===== src/rtl/pmt_scan_cmd_tx_if.sv =====
// Valid/ready message link to the PMT board comm port plus its acknowledge return path.
// Signal names carry the transmitter's point of view; the modports fix the actual directions.
interface pmt_scan_cmd_tx_if;
  logic [15:0] tx_data_o;
  logic        tx_vld_o;
  logic        tx_rdy_i;
  logic        ack_vld_i;
  logic [1:0]  ack_ch_i;
  logic [3:0]  ack_seq_i;

  modport master (
    output tx_data_o, tx_vld_o,
    input  tx_rdy_i, ack_vld_i, ack_ch_i, ack_seq_i
  );

  modport slave (
    input  tx_data_o, tx_vld_o,
    output tx_rdy_i, ack_vld_i, ack_ch_i, ack_seq_i
  );
endinterface


===== src/rtl/pmt_scan_cmd_tx.sv =====
// Frames per-PMT scan command updates into sequenced 16-bit messages, sends them over a
// valid/ready link, and retransmits until acknowledged or the retry budget runs out.
module pmt_scan_cmd_tx #(
  parameter real         TCQ         = 0.1,
  parameter int unsigned ACK_TIMEOUT = 'd10000,
  parameter int unsigned MAX_RETRY   = 'd3
) (
  input  logic              clk_i,
  input  logic              rst_i,
  input  logic [3:0]        pmt_scan_cmd_sel_i,
  input  logic [3:0]        pmt_scan_cmd_i,
  pmt_scan_cmd_tx_if.master link,
  output logic [2:0]        err_o,
  input  logic              err_clr_i,
  output logic              busy_o
);

  localparam int TW = (ACK_TIMEOUT < 2) ? 1 : $clog2(ACK_TIMEOUT);
  localparam int RW = (MAX_RETRY < 1) ? 1 : $clog2(MAX_RETRY + 1);
  localparam logic [TW-1:0] TIMER_LAST = TW'(ACK_TIMEOUT - 1);
  localparam logic [RW-1:0] RETRY_MAX  = RW'(MAX_RETRY);

  typedef enum logic [1:0] {IDLE, SEND, WAIT_ACK} state_t;

  state_t          state_q, state_d;
  logic [2:0]      pend_q;
  logic [2:0][3:0] pend_cmd_q;
  logic [2:0]      pend_acc_q;
  logic [2:0][3:0] seq_q;
  logic [1:0]      rr_ptr_q;
  logic [1:0]      cur_ch_q;
  logic [15:0]     frame_q;
  logic [RW-1:0]   retry_q;
  logic [TW-1:0]   timer_q;
  logic [2:0]      err_q;

  logic            grant_vld;
  logic [1:0]      grant_ch;
  logic [1:0]      cand;
  logic            ack_match;
  logic            load_frame, accept, acked, retry, give_up;

  // Round-robin pick: scan from the pointer upward so the lowest offset wins.
  always_comb begin
    grant_vld = 1'b0;
    grant_ch  = 2'd0;
    cand      = 2'd0;
    for (int k = 2; k >= 0; k--) begin
      cand = 2'((int'(rr_ptr_q) + k) % 3);
      if (pend_q[cand]) begin
        grant_vld = 1'b1;
        grant_ch  = cand;
      end
    end
  end

  assign ack_match = link.ack_vld_i && (link.ack_ch_i == cur_ch_q) &&
                     (link.ack_seq_i == frame_q[7:4]);

  always_ff @(posedge clk_i) begin
    if (rst_i) state_q <= IDLE;
    else       state_q <= state_d;
  end

  always_comb begin
    state_d    = state_q;
    load_frame = 1'b0;
    accept     = 1'b0;
    acked      = 1'b0;
    retry      = 1'b0;
    give_up    = 1'b0;
    case (state_q)
      IDLE: begin
        if (grant_vld) begin
          load_frame = 1'b1;
          state_d    = SEND;
        end
      end
      SEND: begin
        if (link.tx_rdy_i) begin
          accept  = 1'b1;
          state_d = WAIT_ACK;
        end
      end
      WAIT_ACK: begin
        // A matching ack in the timeout cycle beats the timeout.
        if (ack_match) begin
          acked   = 1'b1;
          state_d = IDLE;
        end else if (timer_q == TIMER_LAST) begin
          if (retry_q < RETRY_MAX) begin
            retry   = 1'b1;
            state_d = SEND;
          end else begin
            give_up = 1'b1;
            state_d = IDLE;
          end
        end
      end
      default: state_d = IDLE;
    endcase
  end

  always_ff @(posedge clk_i) begin
    if (rst_i) begin
      pend_q     <= '0;
      pend_cmd_q <= '0;
      pend_acc_q <= '0;
      seq_q      <= '0;
      rr_ptr_q   <= '0;
      cur_ch_q   <= '0;
      frame_q    <= '0;
      retry_q    <= '0;
      timer_q    <= '0;
      err_q      <= '0;
    end else begin
      if (load_frame) begin
        pend_q[grant_ch] <= 1'b0;
        frame_q  <= {4'hA, pend_acc_q[grant_ch], grant_ch, 1'b0,
                     seq_q[grant_ch], pend_cmd_q[grant_ch]};
        cur_ch_q <= grant_ch;
        rr_ptr_q <= (grant_ch == 2'd2) ? 2'd0 : grant_ch + 2'd1;
        retry_q  <= '0;
      end
      // Captures come after the grant clear so a same-cycle update keeps the slot pending.
      for (int i = 0; i < 3; i++) begin
        if (pmt_scan_cmd_sel_i[i]) begin
          pend_q[i]     <= 1'b1;
          pend_cmd_q[i] <= pmt_scan_cmd_i;
          pend_acc_q[i] <= pmt_scan_cmd_sel_i[3];
        end
      end
      if (accept)                     timer_q <= '0;
      else if (state_q == WAIT_ACK)   timer_q <= timer_q + TW'(1);
      if (retry) begin
        retry_q    <= retry_q + RW'(1);
        frame_q[8] <= 1'b1;
      end
      if (acked || give_up) seq_q[cur_ch_q] <= seq_q[cur_ch_q] + 4'd1;
      err_q <= (err_clr_i ? 3'b000 : err_q) | (give_up ? (3'b001 << cur_ch_q) : 3'b000);
    end
  end

  assign link.tx_vld_o  = (state_q == SEND);
  assign link.tx_data_o = frame_q;
  assign err_o          = err_q;
  assign busy_o         = (state_q != IDLE) || (|pend_q);

endmodule


===== src/flat_wrapper.sv =====
// flat-port wrapper written by rule: the top's interface ports become plain ports
module pmt_scan_cmd_tx_flat 
#(
  parameter real         TCQ         = 0.1,
  parameter int unsigned ACK_TIMEOUT = 'd10000,
  parameter int unsigned MAX_RETRY   = 'd3
)
  (clk_i, rst_i, pmt_scan_cmd_sel_i, pmt_scan_cmd_i, err_o, err_clr_i, busy_o, link_tx_data_o, link_tx_vld_o, link_tx_rdy_i, link_ack_vld_i, link_ack_ch_i, link_ack_seq_i);
  pmt_scan_cmd_tx_if link_i ();
  input  logic clk_i;
  input  logic rst_i;
  input  logic [3:0] pmt_scan_cmd_sel_i;
  input  logic [3:0] pmt_scan_cmd_i;
  output logic [2:0] err_o;
  input  logic err_clr_i;
  output logic busy_o;
  output wire logic [$bits(link_i.tx_data_o)-1:0] link_tx_data_o;
  output wire logic [$bits(link_i.tx_vld_o)-1:0] link_tx_vld_o;
  input wire logic [$bits(link_i.tx_rdy_i)-1:0] link_tx_rdy_i;
  input wire logic [$bits(link_i.ack_vld_i)-1:0] link_ack_vld_i;
  input wire logic [$bits(link_i.ack_ch_i)-1:0] link_ack_ch_i;
  input wire logic [$bits(link_i.ack_seq_i)-1:0] link_ack_seq_i;
  assign link_tx_data_o = link_i.tx_data_o;
  assign link_tx_vld_o = link_i.tx_vld_o;
  assign link_i.tx_rdy_i = link_tx_rdy_i;
  assign link_i.ack_vld_i = link_ack_vld_i;
  assign link_i.ack_ch_i = link_ack_ch_i;
  assign link_i.ack_seq_i = link_ack_seq_i;
  pmt_scan_cmd_tx #(.TCQ(TCQ), .ACK_TIMEOUT(ACK_TIMEOUT), .MAX_RETRY(MAX_RETRY)) u_core (.clk_i(clk_i), .rst_i(rst_i), .pmt_scan_cmd_sel_i(pmt_scan_cmd_sel_i), .pmt_scan_cmd_i(pmt_scan_cmd_i), .link(link_i), .err_o(err_o), .err_clr_i(err_clr_i), .busy_o(busy_o));
endmodule

===== config.mk =====
export PLATFORM = sky130hd
export DESIGN_NAME = pmt_scan_cmd_tx_flat
export DESIGN_NICKNAME = d
export VERILOG_FILES = /design/src/rtl/pmt_scan_cmd_tx_if.sv /design/src/rtl/pmt_scan_cmd_tx.sv /design/src/flat_wrapper.sv
export SDC_FILE = /design/constraint.sdc
export NUM_CORES = 1
export LEC_CHECK = 0
export CAP_MARGIN = 20
export CORE_MARGIN = 2
export CORE_UTILIZATION = 56
export CTS_BUF_LIST = sky130_fd_sc_hd__clkbuf_16
export CTS_CLUSTER_DIAMETER = 50
export DETAILED_ROUTE_END_ITERATION = 8
export PLACE_DENSITY = 0.89
export SLEW_MARGIN = 20
export SYNTH_ARGS = -nofsm -noshare
export SYNTH_HDL_FRONTEND = slang
export SYNTH_SLANG_ARGS = --single-unit

===== constraint.sdc =====
create_clock -name clk_i -period 3.3 [get_ports clk_i]
set_input_delay 0.66 -clock clk_i [delete_from_list [all_inputs] [get_ports clk_i]]
set_output_delay 0.66 -clock clk_i [all_outputs]
set_load 0.005 [all_outputs]

# [After elaboration in Yosys (flattened, before gate mapping)]
# Cells that the tools add are included.
[word_totals] out_inout_bits=21 word_cells=121 register_bits=68
[op_classes] n_eq_ne=9 n_mux=56 n_shift=1 div=3 addsub=6 n_bitwise=3 magnitude_cmp=8 n_reduce_logical=15
[ops] op="32-bit by 3-bit modulo with 32-bit output (second input constant)" n=2
[ops] op="3-bit by 3-bit modulo with 32-bit output (second input constant)" n=1
[ops] op="1-bit two-way mux" n=27
[ops] op="4-bit binary-select mux with 2-bit select" n=3
[ops] op="2-bit two-way mux" n=10
[ops] op="4-bit two-way mux" n=4
[ops] op="2-bit by 3-bit < comparator with 1-bit output (second input constant)" n=5
[ops] op="14-bit by 1-bit adder with 14-bit output (second input constant)" n=1
[ops] op="14-bit equality test (second input constant)" n=1
[ops] op="12-bit bitwise mux" n=1
[ops] op="2-bit nonzero test" n=5
[ops] op="3-bit two-way mux" n=3
[ops] op="9-bit two-way mux" n=1
[ops] op="1-bit binary-select mux with 2-bit select" n=4
[ops] op="4-bit demux with 2-bit select" n=1
[ops] op="2-bit one-hot mux with 3 select lines" n=1
[ops] op="2-bit by 1-bit adder with 2-bit output (second input constant)" n=2
[ops] op="4-bit by 1-bit adder with 4-bit output (second input constant)" n=1
[ops] op="2-bit equality test (second input constant)" n=2
[ops] op="4-bit equality test" n=1
[ops] op="2-bit by 1-bit >= comparator with 1-bit output (second input constant)" n=2
[ops] op="1-bit logical AND" n=4
[ops] op="2-bit by 1-bit inequality test with 1-bit output (second input constant)" n=2
[ops] op="2-bit by 1-bit adder with 3-bit output (second input constant)" n=1
[ops] op="15 further kinds" n=16

# [Logic depth before layout (Yosys ltp)]
[depth] depth_word=15 depth_mapped=11 depth_no_buf=8

# [Least setup slack after synthesis]
# Ideal clock, no wire load.
[synth_timing] kind="flip-flop to flip-flop" startpoint="register u_core.rr_ptr_q[0]" endpoint="register u_core.frame_q[0], in the netlist u_core.link.tx_data_o[0]" arrival_ns=2.231 setup_slack_ns=1.008 path_buffers=2 path_stages_with_launch=10 synth_period_minus_slack_ns=2.292 setup_time_ns=0.061 cell_sequence="dfxtp_1 > inv_1 > ha_1 > buf_2 > mux2i_1 > o21ai_0 > o31ai_1 > buf_2 > nor3_1 > a221o_1"
[synth_between] elab_chain_cells=9 word_cells_on_any_way=21
[synth_lines] element="from (decl)" line="pmt_scan_cmd_tx.sv:30" rtl="logic [1:0] rr_ptr_q;"
[synth_lines] element="from (signal assigned)" line="pmt_scan_cmd_tx.sv:122" rtl="rr_ptr_q <= (grant_ch == 2'd2) ? 2'd0 : grant_ch + 2'd1;"
[synth_lines] element="2-bit by 2-bit adder with 3-bit output" line="pmt_scan_cmd_tx.sv:49" rtl="cand = 2'((int'(rr_ptr_q) + k) % 3);"
[synth_lines] element="32-bit by 3-bit modulo with 32-bit output" line="pmt_scan_cmd_tx.sv:49"
[synth_lines] element="1-bit binary-select mux with 2-bit select" line="pmt_scan_cmd_tx.sv:50" rtl="if (pend_q[cand]) begin"
[synth_lines] element="1-bit two-way mux (not written as such)" line="pmt_scan_cmd_tx.sv:50"
[synth_lines] element="2-bit two-way mux / 1-bit two-way mux (equally long branches) (3 in a row)" line="pmt_scan_cmd_tx.sv:50"
[synth_lines] element="4-bit binary-select mux with 2-bit select / 1-bit two-way mux (equally long branches)" line="pmt_scan_cmd_tx.sv:120, pmt_scan_cmd_tx.sv:74"
[synth_lines] element="4-bit two-way mux (not written as such) / 1-bit two-way mux (equally long branches)" line="pmt_scan_cmd_tx.sv:120, pmt_scan_cmd_tx.sv:72"
[synth_lines] element="to (signal assigned)" line="pmt_scan_cmd_tx.sv:119" rtl="frame_q <= {4'hA, pend_acc_q[grant_ch], grant_ch, 1'b0,"
[synth_lines] element="to (decl)" line="pmt_scan_cmd_tx.sv:32" rtl="logic [15:0] frame_q;"
# Parallel ways exist; a longest one is shown, timed or not. The select of a mux whose other input is x is not followed.
# A chain may end at the register's enable or synchronous reset.

# [Worst setup path in the final report]
[layout_timing] startpoint="register u_core.rr_ptr_q[0]" endpoint="register u_core.frame_q[1], in the netlist u_core.link.tx_data_o[1]"
# Same word-level chain as after synthesis.

==> impl_metrics.yaml <==
timing:
  slew_viol_final: 0
  final_cycle_utilization_of_the_critical_path_pct: 86.7
  worst_max_slew_pin_slew_ns: 1.00
  final.min_clock_period_ns: 2.86
  maxSlewHeadroom_pct: 32.7
  finalHoldViolations: 0
  grt_setup_unrepaired: "no"
  fin_tns_setup_ns: 0
  clock_skew_ns: 0.00441
  finalSetupViolCount: 0
  max_clock_freq_mhz: 350
run:
  max_cap_viol_count: 0
routing:
  route.detailed.vias_per_inst: 6.23
  first_pass_iters: 5
  drt_iter0_markers: 272
  drt-total-wl_mm: 8.75
  avgRoutedWirePerCell_microns: 17.0
  routed-via-count: 3207
  drtAntennaViolNets: 0
  drc: 0
final_layout:
  finalInstanceArea_sq_um: 4310
  drive_gt1_share_pct: 7.76
  finalNetCount: 458
  most-common-layout-cells: "dfxtp_1 (66), nor2_1 (42), clkdlybuf4s50_1 (36), mux2i_1 (29), nand3_1 (21)"
  synthToLayoutAreaGrowth_pct: 19.2
  final_util_pct: 68.3
  diodes: 0
  final_common_cell: "dfxtp_1"
logic_synthesis:
  yosys_register_bits: 66
  yosys_warnings: 0
  synth_cell_type_count: 57
  register_area_share_after_synthesis_pct: 36.5
  compound_gate_portion_of_the_synthesized_area_pct: 17.2
  netlist.top_cell.by_area: "dfxtp_1"
  syn_area_sq_um: 3620
  synth_largest_type_area_fraction_pct: 36.5
  synthXorXnorAreaFrac_pct: 4.36
  muxShareOfSynthArea_pct: 10.0
  main_combinational_cell_family_by_area_after_synthesis: "simple AND/OR/NAND/NOR gates"
  synth-edff-count: 0
  post_synth_inst_count: 409
  synthArstFlopShare_pct: 0
  synth-simple-area-share_pct: 24.6
  postSynthAreaPerCell_sq_um: 8.84
  fraction_of_the_mapped_netlist_area_in_adder_cells_pct: 2.08
  yosys_most_used_dff: "dfxtp_1"
  synth.area.top_cells: "dfxtp_1 (37%), mux2i_1 (8.0%), nor2_1 (4.4%)"
power:
  leakage_nw: 1.59
  total_power_mw: 2.96
  vdd_drop_max_v: 0.000500
  powerDensity_nw_per_um2: 685
critical_path:
  kind_of_launch_point_of_the_worst_setup_path: "flop"
  critical_path.max_fanout: 11
  timing.rr.end: "u_core.link.tx_data_o[1]"
  worst-r2r-cell-count: 7
  timing_worst_setup_path_type: "flop to flop"
  setup.worst_path.start: "u_core.rr_ptr_q[0]"
  worst_r2r_startpoint: "u_core.rr_ptr_q[0]"
  setup.reg_to_reg.worst_slack_ns: 0.44
  cp_data_required_time_ns: 3.51
  endpoint_arrival_time_on_the_critical_path_ns: 3.07
  setup.worst_path.end_class: "flop"
floorplanning:
  coreArea_sq_um: 6310
  die-height_microns: 84.4
  total_i_o_pin_count: 40
  start_util_pct: 57.3
  dieArea_sq_um: 7120
  die_width_microns: 84.4
  placementRows: 29
outcome:
  status: "finished clean"
hold_path:
  hp-start: "u_core.err_o[0]"
  hold_path_depth: 2
  worst_hold_path_type: "flop to flop"
  holdPathEnd: "u_core.err_o[0]"
global_route:
  grt_pass1_wl_mm: 14.6
  gr-total-overflow: 0
  grtUsageTotal_pct: 25.3
  via_count_of_the_first_global_routing_pass: 2976
  grt_max_degree: 35
  grt_antenna_before_repair: 0
clocking:
  cts.repair.resized: 0
  cts.hold.buffers_added: 0
  post_cts_buffers: 0
  clkSlewWorstSetupHoldPaths_ns: 0.05
  cts_made_buffers: 9
  tritoncts: "yes"
  clockBufferDepth: 2
  clock_tree.root_cell: "clkbuf_16"
  cts_max_level: 3
  insertion_delay_ns: 0.33
  numClockSinks: 66
placement:
  place.gp.congestion: 0.904
  place_area_sq_um: 3970
  place_hpwl_mm: 6.03
  io_buffer_count: 37
## power by group
part	switching (mW)	internal (mW)	leakage [nW]	total (mW)
sequential	0.0826	0.866	0.537	0.949
combinational	0.569	0.348	0.893	0.917
clock	0.354	0.736	0.159	1.09
## cells by family (layout without fill, tap and decap cells)
logic type,Yosys count,count (layout)
buffers and inverters,39,67
XOR/XNOR,18,18
AND/OR/NAND/NOR,164,164
flip-flops,66,66
adder cells (fa/ha/maj),6,6
other,1,2
AO/OA/AOI/OAI,80,80
multiplexers,35,35
## through the flow
step | setup WS (ns) | hold WS [ns] | cells
2_1_floorplan | 1.01 | 0.447 | 410
4_1_cts | 0.464 | 0.481 | 515
3_5_place_dp | 0.473 | 0.467 | 499
5_1_grt | 0.320 | 0.502 | 515
6_report | 0.440 | 0.473 | 515
3_3_place_gp | 0.569 | 0.454 | 499
## Yosys cell counts (8+ instances only)
library cell	instances
a21oi_1	19
a221o_1	9
a31oi_1	12
clkbuf_1	13
dfxtp_1	66
inv_1	8
mux2i_1	29
nand2_1	20
nand2b_1	15
nand3_1	21
nand4_1	10
nor2_1	42
nor2b_1	12
nor3b_1	16
o2111ai_1	12
xnor2_1	9
xor2_1	9
## worst max-delay path by stage
stage | endpoint | slack [ns]
after floorplan | u_core.link.tx_data_o[0] | 1.01
after global routing | u_core.link.tx_data_o[6] | 0.32
after detailed placement | u_core.link.tx_data_o[1] | 0.47
after global placement | u_core.seq_q[3] | 0.57
after CTS | u_core.link.tx_data_o[1] | 0.46
final | u_core.link.tx_data_o[1] | 0.44
## state kept, by name, indices dropped and copies added, names as in the netlist
signal and count:
u_core.rr_ptr_q 2, u_core.retry_q 2, u_core.err_o 3, u_core.pend_q 3
u_core.pend_cmd_q 12, u_core.state_q 2, u_core.link.tx_data_o 12, u_core.cur_ch_q 1
u_core.timer_q 14, u_core.seq_q 12, u_core.pend_acc_q 3
## worst max-delay path, cell delays in order, from the launching register on
cell     delay (ns)
dfxtp_1        0.32
inv_1          0.08
ha_1           0.27
mux2_2         0.39
mux2_2         0.37
o31ai_1        0.58
nor3_1         0.31
a221o_1        0.42
## area by class of cell
| class | instances | area [sq um] |
|---|---|---|
| clock buffers | 9 | 225 |
| clock inverters | 7 | 118 |
| fillers | 490 | 2000 |
| inverters | 8 | 30.0 |
| multi-input cells | 305 | 2110 |
| flip-flops and latches | 66 | 1320 |
| well taps | 77 | 96.3 |
| repair buffers | 43 | 410 |
## routing by layer
metal	up-vias	routed length (microns)	track usage [%]
li1	1540	-	-
met1	1536	3740	32.5
met5	-	0	0
met4	0	111	6.49
met3	15	513	6.10
met2	116	4390	42.9
Power figures use the tool's default switching activity.
